$ cat config.mk
export PLATFORM = sky130hd
export DESIGN_NAME = bin_to_bcd_seq
export DESIGN_NICKNAME = d
export VERILOG_FILES = /design/src/rtl/bcd_pkg.sv /design/src/rtl/bcd_add3.sv /design/src/rtl/bin_to_bcd_seq.sv
export SDC_FILE = /design/constraint.sdc
export NUM_CORES = 1
export LEC_CHECK = 0
export BUFFER_PORTS_ARGS = -buffer_cell sky130_fd_sc_hd__buf_2
export CAP_MARGIN = 0
export CELL_PAD_IN_SITES_DETAIL_PLACEMENT = 0
export CELL_PAD_IN_SITES_GLOBAL_PLACEMENT = 1
export CORE_MARGIN = 3
export CORE_UTILIZATION = 42
export DETAILED_ROUTE_END_ITERATION = 8
export HOLD_SLACK_MARGIN = 0.03
export PLACE_DENSITY = 0.76
export SLEW_MARGIN = 40
export SYNTH_ARGS = -nofsm -noshare
export SYNTH_HDL_FRONTEND = slang
export SYNTH_SLANG_ARGS = --single-unit
$ cat constraint.sdc
create_clock -name clk -period 1.6 [get_ports clk]
set_input_delay 0.08 -clock clk [delete_from_list [all_inputs] [get_ports clk]]
set_output_delay 0.08 -clock clk [all_outputs]
set_load 0.02 [all_outputs]
$ cat src/rtl/bcd_pkg.sv
// -----------------------------------------------------------------------------
// bcd_pkg
// Shared types and constants for the sequential binary-to-BCD converter.
//   state_t        : converter FSM states
//   DIGIT_W        : width of one BCD digit
//   BCD_CNT_W      : iteration-counter width for the default 8-bit operand
//   bcd_cnt_width(): iteration-counter width for an arbitrary operand width n
// -----------------------------------------------------------------------------
package bcd_pkg;

    typedef enum logic {
        IDLE = 1'b0,
        CONV = 1'b1
    } state_t;

    localparam int DIGIT_W       = 4;
    localparam int BCD_N_DEFAULT = 8;
    localparam int BCD_CNT_W     = $clog2(BCD_N_DEFAULT + 1);

    // Counter must hold the value n itself, hence n+1 codes.
    function automatic int bcd_cnt_width(input int n);
        return $clog2(n + 1);
    endfunction

endpackage

$ cat src/rtl/bcd_add3.sv
// -----------------------------------------------------------------------------
// bcd_add3
// Combinational double-dabble correction cell: digits of 5 or more get +3 so
// that the following left shift carries correctly into the next decade.
// Ports:
//   i_digit : pre-shift BCD digit
//   o_digit : corrected digit (at most 4'd12, so 4 bits never overflow)
// -----------------------------------------------------------------------------
module bcd_add3
    import bcd_pkg::*;
(
    input  logic [DIGIT_W-1:0] i_digit,
    output logic [DIGIT_W-1:0] o_digit
);

    always_comb begin
        if (i_digit >= 4'd5) begin
            o_digit = i_digit + 4'd3;
        end else begin
            o_digit = i_digit;
        end
    end

endmodule

$ cat src/rtl/bin_to_bcd_seq.sv
// -----------------------------------------------------------------------------
// bin_to_bcd_seq
// Iterative shift-and-add-3 binary-to-BCD converter, one operand bit per clock,
// with a start/busy/done handshake. Feeds the 7-segment decoders from the
// accumulator sum.
//
// Optional build macro: BIN_TO_BCD_SIGNED_EN
//   defined   : bin is two's complement; the magnitude is converted and neg
//               reports the sign of the last result.
//   undefined : bin is unsigned; neg is tied to 0.
//
// Parameters:
//   N      : operand width
//   DIGITS : BCD output digits (10**DIGITS must exceed 2**N - 1)
// Ports:
//   clk    : clock
//   reset  : synchronous, active-high reset
//   start  : conversion request, only sampled while idle
//   bin    : operand, captured on the accepting edge
//   busy   : conversion in progress
//   done   : one-cycle completion pulse
//   bcd    : result, units digit in [3:0]; held until the next completion
//   neg    : sign of the last result
//
// States:
//   IDLE | waiting for start, busy=0
//   CONV | shifting one bit per clock, counter runs N down to 1
// -----------------------------------------------------------------------------
module bin_to_bcd_seq
    import bcd_pkg::*;
#(
    parameter int N      = 8,
    parameter int DIGITS = 3
)(
    input  logic                      clk,
    input  logic                      reset,
    input  logic                      start,
    input  logic [N-1:0]              bin,
    output logic                      busy,
    output logic                      done,
    output logic [DIGIT_W*DIGITS-1:0] bcd,
    output logic                      neg
);

    localparam int CNT_W = bcd_cnt_width(N);
    localparam int BCD_W = DIGIT_W * DIGITS;

    state_t             r_state;
    state_t             w_state_next;
    logic [CNT_W-1:0]   r_cnt;
    logic [N-1:0]       r_shift;
    logic [BCD_W-1:0]   r_scratch;
    logic [BCD_W-1:0]   r_bcd;
    logic               r_done;

    logic               w_load;
    logic               w_step;
    logic               w_last;
    logic [N-1:0]       w_mag;
    logic [BCD_W-1:0]   w_corr;
    logic [BCD_W+N-1:0] w_cat;
    logic [BCD_W+N-1:0] w_cat_sh;

    // Corrections are applied to all digits in parallel from the pre-shift
    // scratch value.
    genvar g;
    generate
        for (g = 0; g < DIGITS; g++) begin : g_add3
            bcd_add3 u_add3 (
                .i_digit (r_scratch[g*DIGIT_W +: DIGIT_W]),
                .o_digit (w_corr[g*DIGIT_W +: DIGIT_W])
            );
        end
    endgenerate

    assign w_cat    = {w_corr, r_shift};
    assign w_cat_sh = w_cat << 1;

`ifdef BIN_TO_BCD_SIGNED_EN
    logic r_neg_pend;
    logic r_neg;

    // Unsigned negate: the most negative code maps to its own bit pattern,
    // which read as unsigned is the correct magnitude (0x80 -> 128).
    assign w_mag = bin[N-1] ? (N'(0) - bin) : bin;

    always_ff @(posedge clk) begin
        if (reset) begin
            r_neg_pend <= 1'b0;
            r_neg      <= 1'b0;
        end else begin
            if (w_load) begin
                r_neg_pend <= bin[N-1];
            end
            if (w_last) begin
                r_neg <= r_neg_pend;
            end
        end
    end

    assign neg = r_neg;
`else
    assign w_mag = bin;
    assign neg   = 1'b0;
`endif

    // FSM: state register
    always_ff @(posedge clk) begin
        if (reset) begin
            r_state <= IDLE;
        end else begin
            r_state <= w_state_next;
        end
    end

    // FSM: next state and datapath controls
    always_comb begin
        w_state_next = r_state;
        w_load       = 1'b0;
        w_step       = 1'b0;
        w_last       = 1'b0;
        case (r_state)
            IDLE: begin
                if (start) begin
                    w_load       = 1'b1;
                    w_state_next = CONV;
                end
            end
            CONV: begin
                w_step = 1'b1;
                if (r_cnt == CNT_W'(1)) begin
                    w_last       = 1'b1;
                    w_state_next = IDLE;
                end
            end
            default: begin
                w_state_next = IDLE;
            end
        endcase
    end

    // Datapath: shift register, scratch digits, counter and result latch.
    always_ff @(posedge clk) begin
        if (reset) begin
            r_cnt     <= '0;
            r_shift   <= '0;
            r_scratch <= '0;
            r_bcd     <= '0;
            r_done    <= 1'b0;
        end else begin
            r_done <= w_last;
            if (w_load) begin
                r_shift   <= w_mag;
                r_scratch <= '0;
                r_cnt     <= CNT_W'(N);
            end else if (w_step) begin
                r_scratch <= w_cat_sh[BCD_W+N-1:N];
                r_shift   <= w_cat_sh[N-1:0];
                r_cnt     <= r_cnt - CNT_W'(1);
                // Result register only sees the finished value.
                if (w_last) begin
                    r_bcd <= w_cat_sh[BCD_W+N-1:N];
                end
            end
        end
    end

    assign busy = (r_state == CONV);
    assign done = r_done;
    assign bcd  = r_bcd;

endmodule

# Yosys cells after proc, flatten, opt, wreduce, memory -nomap -nowiden

Index checks and enable logic that the tools add are counted.

Word-level logic and storage cells: 34
Register bits: 38
Output and inout bits: 15
Input bits: 11

Add/sub/neg operators: 4
Equal/unequal tests: 1
Mux-type cells: 14
Bitwise operators: 2
Reduce and logical (&&, ||, !) cells: 3
$lt $le $gt $ge: 3

Operators by type and width:

| kind                  | count |
|---|---|
| $mux W4               | 4 |
| $mux W8               | 2 |
| $ge A4 B3 Y1 const B  | 3 |
| $add A4 B2 Y4 const B | 2 |
| $mux W1               | 6 |
| $eq A4 B1 Y1 const B  | 1 |
| $sub A4 B1 Y4 const B | 1 |
| $add A3 B2 Y3 const B | 1 |
| $mux W3               | 1 |
| $reduce_and A3 Y1     | 1 |
| $not A1 Y1            | 2 |
| $pmux W1 S2           | 1 |
| $reduce_bool A2 Y1    | 1 |
| $reduce_or A2 Y1      | 1 |

# Logic depth before layout (Yosys ltp)

Gate-level depths: netlist (run 1).

Depth after elaboration: 4
Depth in mapped cells: 7
Depth with buffers taken out: 6

# Cells and area by module

A second synthesis (run 1) with hierarchy kept.

Cell total of the unflattened synthesis: 183
Area total of the unflattened synthesis: 1,737.9 sq um

By module, submodules not included:

| module         | cells an instance | times used | area each (sq um) | sequential area each (sq um) |
|---|---|---|---|---|
| bin_to_bcd_seq | 135               | 1          | 1,433.9           | 760.7 |
| bcd_add3       | 16                | 3          | 101.3             | 0.0 |

# Worst setup path after synthesis (run 1)

Ideal clock, no wire load.

Kind: flip-flop to flip-flop
Start: reg r_scratch[5]
End: reg r_bcd[6] (netlist: bcd[6])
Setup slack: 0.190 ns
Clock period less this slack: 1.410 ns
Path buffers: 0
Library setup time: 0.069 ns
Data arrival time: 1.341 ns
Required time: 1.531 ns
Cell stages (with the launch flop): 7
Cells stage by stage: dfxtp_1 -> inv_1 -> ha_1 -> nand2b_1 -> a21oi_1 -> mux2_2 -> o21ai_1

Word-level cells in the longest chain between the ends: 2
Elaborated cells between the ends (all ways): 3
Those cells by class: add/sub: 1; order compare: 1; mux: 1

RTL lines:

| element                                              | line                           | source |
|---|---|---|
| from (decl)                                          | bin_to_bcd_seq.sv:52           | `logic [BCD_W-1:0] r_scratch;` |
| from (signal assigned)                               | bin_to_bcd_seq.sv:157          | `r_scratch <= w_cat_sh[BCD_W+N-1:N];` |
| $add A4 B2 Y4 / $ge A4 B3 Y1 (equally long branches) | bcd_add3.sv:18, bcd_add3.sv:17 |  |
| $mux W4 (*)                                          | bcd_add3.sv:17                 | `if (i_digit >= 4'd5) begin` |
| to (signal assigned)                                 | bin_to_bcd_seq.sv:162          | `r_bcd <= w_cat_sh[BCD_W+N-1:N];` |
| to (decl)                                            | bin_to_bcd_seq.sv:53           | `logic [BCD_W-1:0] r_bcd;` |

Every way passes the cells marked *; elsewhere a longest branch is shown, timed or not.
A chain may end at the register's enable or synchronous reset.

# Worst setup path in the final report (run 1)

Ends and elaborated chain as after synthesis.

==> impl_metrics.yaml, run 1 <==
run_status:
  status: "complete, no violations"
route:
  first_iter_violations: 96
  drc: 0
  detail_route.vias_per_cell: 5.31
  drt-pass1-iter-count: 4
  wl_per_cell_um: 13.2
  final_antenna_net_count: 0
  num_vias: 1492
  routed_wl_mm: 3.71
logic_synthesis:
  syn_area_per_cell_um2: 8.66
  synth_top_cell_area_share_pct: 42.0
  syn_nets: 228
  ys_top_cells_by_count: "dfxtp_1, nor2_1, a21oi_1"
  synth_ff_type: "dfxtp_1"
  syn_area_um2: 1810
  yosys_warnings: 0
  post-synth-top-count-cell: "dfxtp_1"
  synth-seq-cells: 38
  syn_inst: 209
  synth_cell_types: 46
  async_reset_ff_share_pct: 0
  synth_seq_area_share_pct: 42.0
  synth_top_area_cell: "dfxtp_1"
  synth.area.top_cells: "dfxtp_1, mux2i_1, ha_1"
  synth-edff-count: 0
run:
  cap_violations: 0
global_routing:
  grt_pass1_vias: 1402
  antenna_found_initial: 0
  track_usage_pct: 15.1
  overflow: 0
  grt_pass1_wl_mm: 6.22
  grt_max_degree: 24
pwr:
  powerDensity_nw_per_um2: 905
  p_leak_uw: 0.000809
  seq_power_share_pct: 54.6
  p_switching_uw: 470
  clock_power_share_pct: 33.3
  combPwrFrac_pct: 12.1
  p_int_uw: 1370
  max-vdd-ir-drop_v: 0.000489
  switching_share_pct: 25.6
final_layout:
  final_cells: 281
  area_growth_pct: 12.4
  diodes: 0
  design_area_um2: 2030
  nets: 250
  drive_gt1_share_pct: 18.6
  fin_util_pct: 49.8
sta:
  slew_headroom_pct: 62.7
  min_period_over_period_pct: 91.6
  hold_viol_final: 0
  finalSetupViolations: 0
  worst_pin_slew_ps: 559
  finClkSkew_ps: 5.75
  slew_violations: 0
  timing.fmax_mhz: 683
  timing.final.crit_period_ps: 1470
placed_design:
  dpl.hpwl_mm: 2.61
  port_buffers: 24
  place_area_um2: 1950
  dp_cells: 274
  gp_congestion: 0.762
clock_network:
  path_clk_slew_ps: 70
  cts_made_buffers: 5
  clockBufferDepth: 2
  worstSkewPairLatency_ps: 280
  hold_buffers: 0
  cts_tree: "built"
  cts-root-buf: "clkbuf_8"
  cts_max_level: 2
  clock_sinks: 38
worst_setup_path:
  path_max_fanout: 4
  cp_data_required_time_ps: 1820
  reg2reg_depth: 6
  crit_arrival_ps: 1690
  timing_worst_setup_path_type: "register to register"
  critPathCaptureType: "register"
  cp-start-kind: "register"
floorplan:
  io_pins: 26
  dieArea_um2: 5130
  start_util_pct: 44.3
  coreArea_um2: 4090
  die_y_um: 71.6
  die_x_um: 71.6
  fp-row-count: 23
hold_path:
  whs_path_depth: 3
  worst_hold_path_type: "primary input to register"
[logic make-up (layout without fill, tap and decap cells)]
group | count (synthesis) | after routing | synth area share [%]
AO/OA/AOI/OAI | 58 | 58 | 20.4
flip-flops | 38 | 38 | 42.0
AND/OR/NAND/NOR | 63 | 63 | 16.8
buffers and inverters | 25 | 47 | 6.36
other | 1 | 1 | 0.207
multiplexers | 12 | 12 | 6.71
XOR/XNOR | 4 | 4 | 1.94
adder cells (fa/ha/maj) | 8 | 8 | 5.53
[worst paths after layout]
| check | from | end | slack [ps] |
|---|---|---|---|
| min reg2reg | bcd[3] | bcd[3] | 440 |
| max reg2reg | r_scratch[5] | bcd[6] | 130 |
| min | bin[0] | r_shift[0] | 100 |
| max | r_scratch[5] | bcd[6] | 130 |
[routing by layer]
| layer | vias up | part of all wire, % | global-route usage [%] | wire length [um] |
|---|---|---|---|---|
| met4 | 0 | 0.59 | 3.76 | 22 |
| met2 | 23 | 48 | 25.4 | 1790 |
| met3 | 2 | 3.9 | 4.63 | 146 |
| met5 | - | 0 | 0 | 0 |
| li1 | 765 | - | - | - |
| met1 | 702 | 47 | 18.8 | 1750 |
[power by group through the flow]
stage	logic (uW)	clock network (uW)	registers, uW
final	223	612	1000
after floorplan	175	0	1020
after global routing	251	664	1010
after global placement	214	0	1020
after detailed placement	221	0	1030
after CTS	223	629	1000
[flip-flops by register name (all words and copies together) (netlist names)]
register,cells
r_scratch,12
done,1
busy,1
bcd,12
r_shift,8
r_cnt,4
[layout make-up]
class	count	area, um2
Timing Repair Buffer	27	143
Fill cell	413	2050
Inverter	13	48.8
Sequential cell	38	763
Multi-Input combinational cell	146	940
Tap cell	50	62.6
Clock buffer	7	76.3
[cells in the final DEF, fill, tap and decap left out, types with 2 or more instances in the layout]
| cell type | netlist | layout |
|---|---|---|
| inv_1 | 12 | 12 |
| nor3b_1 | 2 | 2 |
| a211oi_1 | 3 | 3 |
| clkbuf_8 | 0 | 5 |
| a31oi_1 | 2 | 2 |
| nand2_1 | 16 | 16 |
| mux2i_1 | 11 | 11 |
| clkbuf_1 | 4 | 2 |
| xnor2_1 | 3 | 3 |
| ha_1 | 8 | 7 |
| nor2_1 | 23 | 23 |
| o21ai_0 | 6 | 6 |
| nand3_1 | 5 | 5 |
| o21ai_1 | 10 | 10 |
| nor2b_1 | 2 | 2 |
| nor3_1 | 6 | 6 |
| a21oi_1 | 19 | 18 |
| dfxtp_2 | 0 | 2 |
| a32o_1 | 2 | 2 |
| nand2b_1 | 3 | 3 |
| a21oi_2 | 1 | 2 |
| dfxtp_1 | 38 | 36 |
| a22o_1 | 3 | 3 |
| o31ai_1 | 2 | 2 |
| buf_4 | 2 | 3 |
| buf_2 | 4 | 24 |
[through the flow]
step / power, uW / hold slack [ps] / worst slack (ps) / setup TNS (ps)
floorplan: 1200 / 275 / 190 / 0
global placement: 1240 / 364 / 142 / 0
detailed placement: 1250 / 415 / 96.8 / 0
CTS: 1860 / 102 / 55.4 / 0
global route: 1920 / 119 / -3.47 / -3.47
finish: 1840 / 95.6 / 135 / 0
[critical path, cell delays in order (launching register included)]
cell and delay (ps):
dfxtp_2 340, inv_1 80, ha_1 200, nand2b_1 170
a21oi_2 170, mux2_2 340, o21ai_1 100
[what timing repair did]
item                                    4_1_cts  5_1_grt
buffers inserted                              0        0
endpoints found under the setup margin        0        4
gates resized for setup                       0        4
Power figures use the tool's default switching activity.
==> inputs of run 2 (changes only) <==
Settings changed: HOLD_SLACK_MARGIN 0.03 to 0.1, SETUP_SLACK_MARGIN from default to 0.15.
==> impl_metrics.yaml, run 2 (same netlist as run 1, synthesis figures left out) <==
final_layout:
  nets: 251
  drive_gt1_share_pct: 25.9
  area_growth_pct: 16.9
  final_cell_mix: "dfxtp_1, buf_2, nor2_1, a21oi_1, nand2_1"
  design_area_um2: 2110
  layout_commonest_cell: "dfxtp_1"
  diodes: 0
  filler_cell_count: 411
  final_cells: 282
route:
  top_layer: "met4"
  drt-pass1-iter-count: 4
  wl_met1_mm: 1.80
  routed-wl-met3_um: 155
  route.met2.wl_mm: 1.84
  wl_per_cell_um: 13.5
  final_antenna_net_count: 0
  first_iter_violations: 90
  drc: 0
  num_vias: 1500
  detail_route.vias_per_cell: 5.32
  routed_wl_mm: 3.82
run:
  cap_violations: 0
clock_network:
  cts_made_buffers: 5
  cts-root-buf: "clkbuf_8"
  clock_sinks: 38
  worstSkewPairLatency_ps: 280
  clockBufferDepth: 2
  path_clk_slew_ps: 70
  cts_max_level: 2
  cts_tree: "built"
worst_setup_path:
  max_stage_delay_ps: 370
  critical-path-top-delay-family: "compound AO/OA/AOI/OAI gates"
  critPathCaptureType: "register"
  crit_chain: "inv_1, ha_1, nand2b_1, a21oi_4, xnor2_2, a22o_1"
  path_max_fanout: 5
  cp_num_buf_inv: 1
  cp_data_required_time_ps: 1780
  worst_path_max_delay_cell: "dfxtp_4"
  crit_arrival_ps: 1590
  timing_worst_setup_path_type: "register to register"
  cp-start-kind: "register"
  r2r_slack_ps: 190
sta:
  finClkSkew_ps: 4.84
  tns_ps: 0
  slew_violations: 0
  worst_pin_slew_ps: 556
  slew_headroom_pct: 63.0
  timing.fmax_mhz: 709
  timing.final.crit_period_ps: 1410
  finalSetupViolations: 0
  hold_viol_final: 0
  min_period_over_period_pct: 88.1
  rsz0062_at_grt: "yes"
  layout_setup_ws_ps: 190
global_routing:
  track_usage_pct: 15.2
  antenna_found_initial: 0
  overflow: 0
  grt_pass1_vias: 1411
  grt_max_degree: 24
  grt_pass1_wl_mm: 6.26
floorplan:
  io_pins: 26
  die_x_um: 71.6
  fp-row-count: 23
  dieArea_um2: 5130
  die_y_um: 71.6
  coreArea_um2: 4090
  start_util_pct: 44.3
placed_design:
  dp_cells: 274
  dpl.hpwl_mm: 2.61
  place_ws_ps: 96.8
  gp_congestion: 0.762
  place_area_um2: 1950
  port_buffers: 24
hold_path:
  worst_hold_path_type: "primary input to register"
pwr:
  powerDensity_nw_per_um2: 875
  max-vdd-ir-drop_v: 0.000494
  p_leak_uw: 0.000839
run_status:
  status: "complete, no violations"
## run 2: cell count changes in the layout (fill, tap and decap cells not counted), sizes merged
cell	before	now
buf	27	28
## run 2: path summary, 6_finish.rpt
check | start | end | depth (start not counted)
max | r_scratch[1] | bcd[1] | 6
min reg2reg | bcd[3] | bcd[3] | 2
max reg2reg | r_scratch[1] | bcd[1] | 6
min | bin[0] | r_shift[0] | 3
## run 2: power by group
group / switching [uW] / internal [uW]
logic: 138 / 101
clock network: 309 / 300
registers: 27.5 / 975
## run 2: area by class of cell
class / count / area [um2] / share of cell area, %
Clock buffer: 7 / 76.3 / 3.61
Inverter: 13 / 48.8 / 2.31
Multi-Input combinational cell: 146 / 1000 / 47.5
Sequential cell: 38 / 773 / 36.6
Tap cell: 50 / 62.6 / 2.96
Timing Repair Buffer: 28 / 150 / 7.10
## run 2: repair_timing
action / CTS / global route
gates resized for setup: 4 / 21
endpoints found under the setup margin: 7 / 16
gates cloned: 0 / 0
setup buffers: 0 / 1
endpoints found under the hold margin: 0 / 0
pin swaps: 2 / 3
hold buffers: 0 / 0
## run 2: stage by stage
stage	util, %	power (uW)	hold WS, ps
global placement	47.7	1240	364
CTS	49.8	1860	102
finish	51.7	1850	93.9
global route	51.7	1940	119
floorplan	-	1200	275
detailed placement	47.7	1250	415
## run 2: worst reg2reg max path: cells and delay by family, from the launching register on
family,cells,cell delay [ps]
xor+xnor,1,90
fa+ha+maj,1,190
flops,1,370
compound gates,2,410
buf+inv,1,60
simple gates,1,180
## run 2: metal layers
layer	GRT usage (%)	vias to the layer above
met4	3.76	0
met3	4.63	2
met1	18.8	707
li1	-	766
met2	25.7	25
met5	0	-
